==> src/rtl/fifo_wr_arbiter.sv <==
// fifo_wr_arbiter
//   Round-robin arbiter sharing one async-FIFO write port among NUM_REQ
//   requesters in the wr_clk domain. A grant lasts up to MAX_BURST beats and
//   costs one idle bubble cycle for arbitration. FIFO full backpressures the
//   current owner through req_ready; a beat moves only on valid & ready.
//
// Ports
//   wr_clk, rst_n   clock, async active-low reset
//   req_valid       per-requester beat valid            [NUM_REQ]
//   req_data        requester i beat at [i*W +: W]      [NUM_REQ*W]
//   req_ready       per-requester accept (owner only)   [NUM_REQ]
//   fifo_wr_en      FIFO write enable (= accepted beat)
//   fifo_din        FIFO write data (owner's beat)      [W]
//   fifo_full       FIFO full flag
//   grant_id        current / last owner index
//   busy            1 while a grant is active
//   stats_clr       sync clear of stall_cnt             (FIFO_ARB_STATS_EN)
//   stall_cnt       saturating count of stalled cycles  (FIFO_ARB_STATS_EN)
//
// Build option: define FIFO_ARB_STATS_EN to add the stall counter.

module fifo_wr_arbiter #(
  parameter int NUM_REQ        = 4,
  parameter int FIFO_DATAWIDTH = 16,
  parameter int MAX_BURST      = 4,
  parameter int CNT_WIDTH      = 16
) (
  input  logic                              wr_clk,
  input  logic                              rst_n,
  input  logic [NUM_REQ-1:0]                req_valid,
  input  logic [NUM_REQ*FIFO_DATAWIDTH-1:0] req_data,
  output logic [NUM_REQ-1:0]                req_ready,
  output logic                              fifo_wr_en,
  output logic [FIFO_DATAWIDTH-1:0]         fifo_din,
  input  logic                              fifo_full,
  output logic [$clog2(NUM_REQ)-1:0]        grant_id,
`ifdef FIFO_ARB_STATS_EN
  input  logic                              stats_clr,
  output logic [CNT_WIDTH-1:0]              stall_cnt,
`endif
  output logic                              busy
);

  localparam int IDW = $clog2(NUM_REQ);
  localparam int BW  = (MAX_BURST > 1) ? $clog2(MAX_BURST) : 1;

  typedef enum logic {IDLE, GRANT} state_t;

  state_t             state_q, state_d;
  logic [IDW-1:0]     owner_q, owner_d, last_q, last_d, rr_pick, cand;
  logic [BW-1:0]      cnt_q, cnt_d;
  logic [NUM_REQ-1:0][FIFO_DATAWIDTH-1:0] data_arr;

  assign data_arr = req_data;

  // Round-robin pick: scan from farthest to nearest after last owner so the
  // nearest valid requester is the final assignment and wins.
  always_comb begin
    rr_pick = owner_q;
    cand    = '0;
    for (int k = NUM_REQ; k >= 1; k--) begin
      cand = IDW'((int'(last_q) + k) % NUM_REQ);
      if (req_valid[cand]) rr_pick = cand;
    end
  end

  always_ff @(posedge wr_clk or negedge rst_n) begin
    if (!rst_n) begin
      state_q <= IDLE;
      owner_q <= '0;
      last_q  <= IDW'(NUM_REQ-1);
      cnt_q   <= '0;
    end else begin
      state_q <= state_d;
      owner_q <= owner_d;
      last_q  <= last_d;
      cnt_q   <= cnt_d;
    end
  end

  always_comb begin
    state_d = state_q;
    owner_d = owner_q;
    last_d  = last_q;
    cnt_d   = cnt_q;
    unique case (state_q)
      IDLE: begin
        if (|req_valid) begin
          state_d = GRANT;
          owner_d = rr_pick;
          cnt_d   = '0;
        end
      end
      GRANT: begin
        if (!req_valid[owner_q]) begin
          // owner went quiet: end the burst early
          state_d = IDLE;
          last_d  = owner_q;
        end else if (!fifo_full) begin
          cnt_d = cnt_q + BW'(1);
          if (cnt_q == BW'(MAX_BURST-1)) begin
            state_d = IDLE;
            last_d  = owner_q;
          end
        end
        // full with owner valid: stall, hold everything
      end
      default: state_d = IDLE;
    endcase
  end

  assign busy       = (state_q == GRANT);
  assign grant_id   = owner_q;
  assign fifo_wr_en = busy & req_valid[owner_q] & ~fifo_full;
  assign fifo_din   = data_arr[owner_q];

  for (genvar i = 0; i < NUM_REQ; i++) begin : g_rdy
    assign req_ready[i] = busy & ~fifo_full & (owner_q == IDW'(i));
  end

`ifdef FIFO_ARB_STATS_EN
  logic stall;
  assign stall = busy & req_valid[owner_q] & fifo_full;

  // clear has priority over a same-cycle stall
  always_ff @(posedge wr_clk or negedge rst_n) begin
    if (!rst_n)                       stall_cnt <= '0;
    else if (stats_clr)               stall_cnt <= '0;
    else if (stall && stall_cnt != '1) stall_cnt <= stall_cnt + CNT_WIDTH'(1);
  end
`endif

endmodule
==> config.mk <==
export PLATFORM = sky130hd
export DESIGN_NAME = fifo_wr_arbiter
export DESIGN_NICKNAME = d
export VERILOG_FILES = /design/src/rtl/fifo_wr_arbiter.sv
export SDC_FILE = /design/constraint.sdc
export NUM_CORES = 1
export LEC_CHECK = 0
export BUFFER_PORTS_ARGS = -buffer_cell sky130_fd_sc_hd__buf_2
export CORE_MARGIN = 2
export CORE_UTILIZATION = 37
export CTS_CLUSTER_SIZE = 24
export DETAILED_ROUTE_END_ITERATION = 7
export HOLD_SLACK_MARGIN = 0.15
export MAX_ROUTING_LAYER = met4
export PLACE_DENSITY = 0.86
export SLEW_MARGIN = 30
export SYNTH_ARGS = -nofsm -noshare
export SYNTH_HDL_FRONTEND = slang
export SYNTH_SLANG_ARGS = --single-unit
==> constraint.sdc <==
create_clock -name wr_clk -period 2.3 [get_ports wr_clk]
set_input_delay 0.115 -clock wr_clk [delete_from_list [all_inputs] [get_ports wr_clk]]
set_output_delay 0.115 -clock wr_clk [all_outputs]
set_load 0.02 [all_outputs]
# After elaboration in Yosys (flattened, before gate mapping)
# Index checks and enable logic that the tools add are counted.
# classes
reduce_logical,6
n_mux,28
n_lt_le_gt_ge,5
n_addsub,5
n_eq_ne,9
bitwise_logic,9
# ops
op,n
$bmux 16 s2,1
$mux 2,10
$mux 16,1
$lt 2x3->1 const B,5
$bmux 1 s2,5
$mux 1,9
$reduce_and 3->1,3
$and 1x1->1,7
$add 2x1->2 const B,3
$eq 2x2->1 const B,3
$ne 2x2->1 const B,3
$add 2x2->2 const B,2
$ne 2x1->1 const B,2
$pmux 2 s2,1
$reduce_bool 4->1,1
$reduce_or 4->1,1
$eq 2x1->1 const B,1
$logic_not 2->1,1
$not 1->1,2
$pmux 1 s2,1
# word_totals
ff_bits,7
output_inout_bits,24

# Depth between registers and ports, before layout
# depth
depth_word,7
depth_mapped,5

# Worst setup path after synthesis
# Ideal clock, no wire load.
# synth_path
path_kind,flip-flop to flip-flop
startpoint,"reg owner_q[1], in the netlist grant_id[1]"
endpoint,reg cnt_q[1]
arrival_time_ns,1.476
t_required_ns,2.172
setup_slack_ns,0.696
stages_incl_launch_ff,5
path_cell_list,dfrtp_1 -> buf_6 -> mux2_4 -> a31oi_2 -> mux2_1
# synth_via
elab_chain_cells,4
# synth_lines
item,line,rtl
"start, declared",50,"logic [IDW-1:0] owner_q, owner_d, last_q, last_d, rr_pick, cand;"
"start signal, assigned",75,owner_q <= owner_d;
$bmux 1 s2,95,if (!req_valid[owner_q]) begin
$mux 1 (implied by the code),95,
$ne 2x1->1 (no source line),-,
$reduce_and 3->1 (no source line),-,
"end signal, assigned",77,cnt_q <= cnt_d;
"end, declared",51,"logic [BW-1:0] cnt_q, cnt_d;"
# Every way passes these cells. The select of a mux whose other input is x is not followed.
# A chain may end at the register's enable or synchronous reset.

# Final worst setup path
# layout_path
startpoint,"reg owner_q[0], in the netlist grant_id[0]"
endpoint,out fifo_din[14]
# layout_via
elab_chain_cells,2
# layout_lines
item,line,rtl
$bmux 16 s2,115,assign fifo_din = data_arr[owner_q];
$mux 16 (implied by the code),115,
"end, declared",34,"output logic [FIFO_DATAWIDTH-1:0] fifo_din,"
# Every way passes these cells. The select of a mux whose other input is x is not followed.

==> impl_results.md <==
- Status: completed
- Syn Nets: 145
- Met1 GRT Util: 0.213
- Die width: 52.4 um
- Largest net degree at the start of global routing: 22
- WS Path Type: register to output port
- Synth warn: 0
- Unrepaired setup endpoints after global routing: false
- Routed WL: 3140 um
- R2R cell count: 5
- GPL Wtd Cong: 0.892
- Fmax: 569 MHz
- Min-delay src: req_valid[1]
- LEAKAGE: 0.744 nW
- TritonCTS clock tree: built
- Core area: 2210 um2
- Vias: 1077
- Largest stage delay, worst path: 0.56 ns
- Layout Area Growth over Synthesis: 60.8%
- Worst-Skew Late Latency: 0.26 ns
- M2 GR Usage: 0.473
- DRT iter0 DRCs: 27
- Worst slew pin tran: 0.373 ns
- Cell variety after synth: 28
- Initial core utilization: 0.393
- Drt pass-1 iters: 4
- Design Power: 1.64 mW
- Avg WL per Cell: 16.0 um
- Final Max Slew Viols: 0
- Share of cells above drive strength 1: 0.716
- Max Cap Viol: 0
- Dpl hpwl: 2760 um
- Final min period: 1.76 ns
- Max clock buf depth: 2
- Synth area leader: mux4_2
- Diodes inserted: 0
- Largest cells by area after synthesis: mux4_2, dfrtp_1, dfstp_2
- Max H-tree Level: 1
- Post-DRT Antenna Nets: 0
- Total GRT Usage: 0.239
- Grt peak-use layer: met2
- Die area: 2750 um2
- CTS sink cnt: 7
- Fin. Hold Viols: 0
- M3 GR Usage: 0.0514
- Row cnt: 17
- Slew headroom: 0.749
- Reg2reg start: cnt_q[0]
- Skew final: 0.00716 ns
- Setup TNS: 0 ns
- Yosys top cell area share: 0.415
- First-pass GRT wire length: 4620 um
- Worst setup path endpoint: fifo_din[14]
- Drc violations: 0
- CTS root buf: clkbuf_4
- Sequential fraction of the synthesis area: 0.205
- Cells along the critical path: buf_4 -> mux4_2 -> buf_2
- Port bufs: 94
- Nets: 242
- Critical Path End Type: output port
- Synthesis-stage register bit count: 7
- Period utilisation layout: 0.764
- Worst hold path class: primary input to register
- Reg clk slew, reported paths: 0.06 ns
- Die height: 52.4 um
- CP startpoint: grant_id[0]
- Setup bufs post-CTS: 0
- Syn Inst Count: 73
- R2r setup slk: 0.68 ns
- Final Setup Violations: 0
- Worst path slowest cell: mux4_2
- Syn avg cell area: 11.9 um2
- Vias per cell: 5.47
- Worst reg2reg endpoint: last_q[1]
- PD cells: 1170 nW/um2
- Vias in the first global route: 1061
- Crit path max fanout: 16
- Crit start category: register
- Max VDD drop: 0.744 mV
- Ports: 95
- CP Data Required Time: 2.18 ns
- Number of CTS-inserted buffers: 3
- WP data arrival: 1.64 ns
- Grt ovf: 0
- Mapped Area: 868 um2
- Initial antenna violation count: 0
## cells in the final DEF (no fill, tap or decap), drive strengths merged
| master | n |
|---|---|
| a311oi | 1 |
| and3 | 2 |
| a22oi | 1 |
| a31oi | 3 |
| nor2 | 4 |
| o21ai | 1 |
| dfrtp | 5 |
| a21oi | 3 |
| buf | 97 |
| inv | 3 |
| dlygate4sd3 | 1 |
| or3b | 1 |
| nor2b | 2 |
| nand2 | 3 |
| mux2i | 3 |
| mux4 | 16 |
| ha | 1 |
| mux2 | 4 |
| nor3 | 4 |
| nand3 | 3 |
| nor4 | 1 |
| dfstp | 2 |
| clkbuf | 4 |
| a21o | 1 |
| nand2b | 3 |
## per-stage QoR
step / area, um2 / utilization / setup slack, ns / std cells / hold WS [ns]
after CTS: 1400 / 0.631 / 0.520 / 197 / 0.158
after floorplan: 868 / - / 0.696 / 73 / -0.181
after detailed placement: 1360 / 0.615 / 0.689 / 192 / -0.0422
final: 1400 / 0.631 / 0.542 / 197 / 0.163
after global routing: 1400 / 0.631 / 0.462 / 197 / 0.182
after global placement: 1360 / 0.615 / 0.778 / 192 / -0.0500
## layer usage
layer / wire length [um] / share of wire
met1: 1060 / 0.34
met2: 1730 / 0.55
met3: 252 / 0.080
met4: 104 / 0.033
met5: 0 / 0
## power by group
group / switching (mW) / internal, mW / total, mW
Clock: 0.0500 / 0.0665 / 0.117
Combinational: 0.661 / 0.583 / 1.24
Sequential: 0.0808 / 0.197 / 0.278
## repair_timing
action / 4_1_cts / 5_1_grt
hold buffers: 1 / 0
hold endpoints to repair: 7 / 0
resized for setup: 0 / 0
## worst max-delay path: cells and delay by family, from the launching register on
kind | cells | cell delay [ns]
muxes | 1 | 0.56
buffers and inverters | 2 | 0.47
DFF | 1 | 0.35
## synth_stat cells
master / number
ha_1: 1
mux4_2: 16
o21ai_0: 1
mux2i_1: 3
nand3_1: 3
nor2_1: 4
or3b_4: 1
nor4_1: 1
nor3_1: 4
a311oi_1: 1
a21oi_1: 3
a31oi_1: 2
a22oi_1: 1
and3_1: 2
a21o_1: 1
nand2b_1: 3
nand2_1: 3
mux2_4: 1
mux2_1: 3
dfrtp_1: 5
inv_1: 3
dfstp_2: 2
nor2b_1: 2
buf_4: 1
a31oi_2: 1
buf_2: 2
buf_6: 1
clkbuf_1: 2
## how the worst min path moves through the flow
stage / to / slack (ns) / cells after the start
after global routing: grant_id[0] / 0.18 / 3
after global placement: cnt_q[1] / -0.05 / 1
final: grant_id[0] / 0.16 / 3
after detailed placement: cnt_q[1] / -0.04 / 1
after floorplan: busy / -0.18 / 0
after CTS: grant_id[0] / 0.16 / 3
## area by class of cell
class	instances	area, um2
Clock buffer	4	26.3
Fill cell	179	816
Inverter	3	11.3
Multi-Input combinational cell	57	643
Sequential cell	7	178
Tap cell	28	35.0
Timing Repair Buffer	98	503
## flip-flops by register name (all words and copies together), names as in the netlist
register and count:
busy 1, last_q 2, cnt_q 2, grant_id 2
## cell families after synthesis
family,share of synthesized area
AO/OA/AOI/OAI,0.0792
adder cells (fa/ha/maj),0.0144
buffers and inverters,0.0548
flip-flops,0.205
multiplexers,0.506
AND/OR/NAND/NOR,0.141
(Power assumes the default switching activity.)
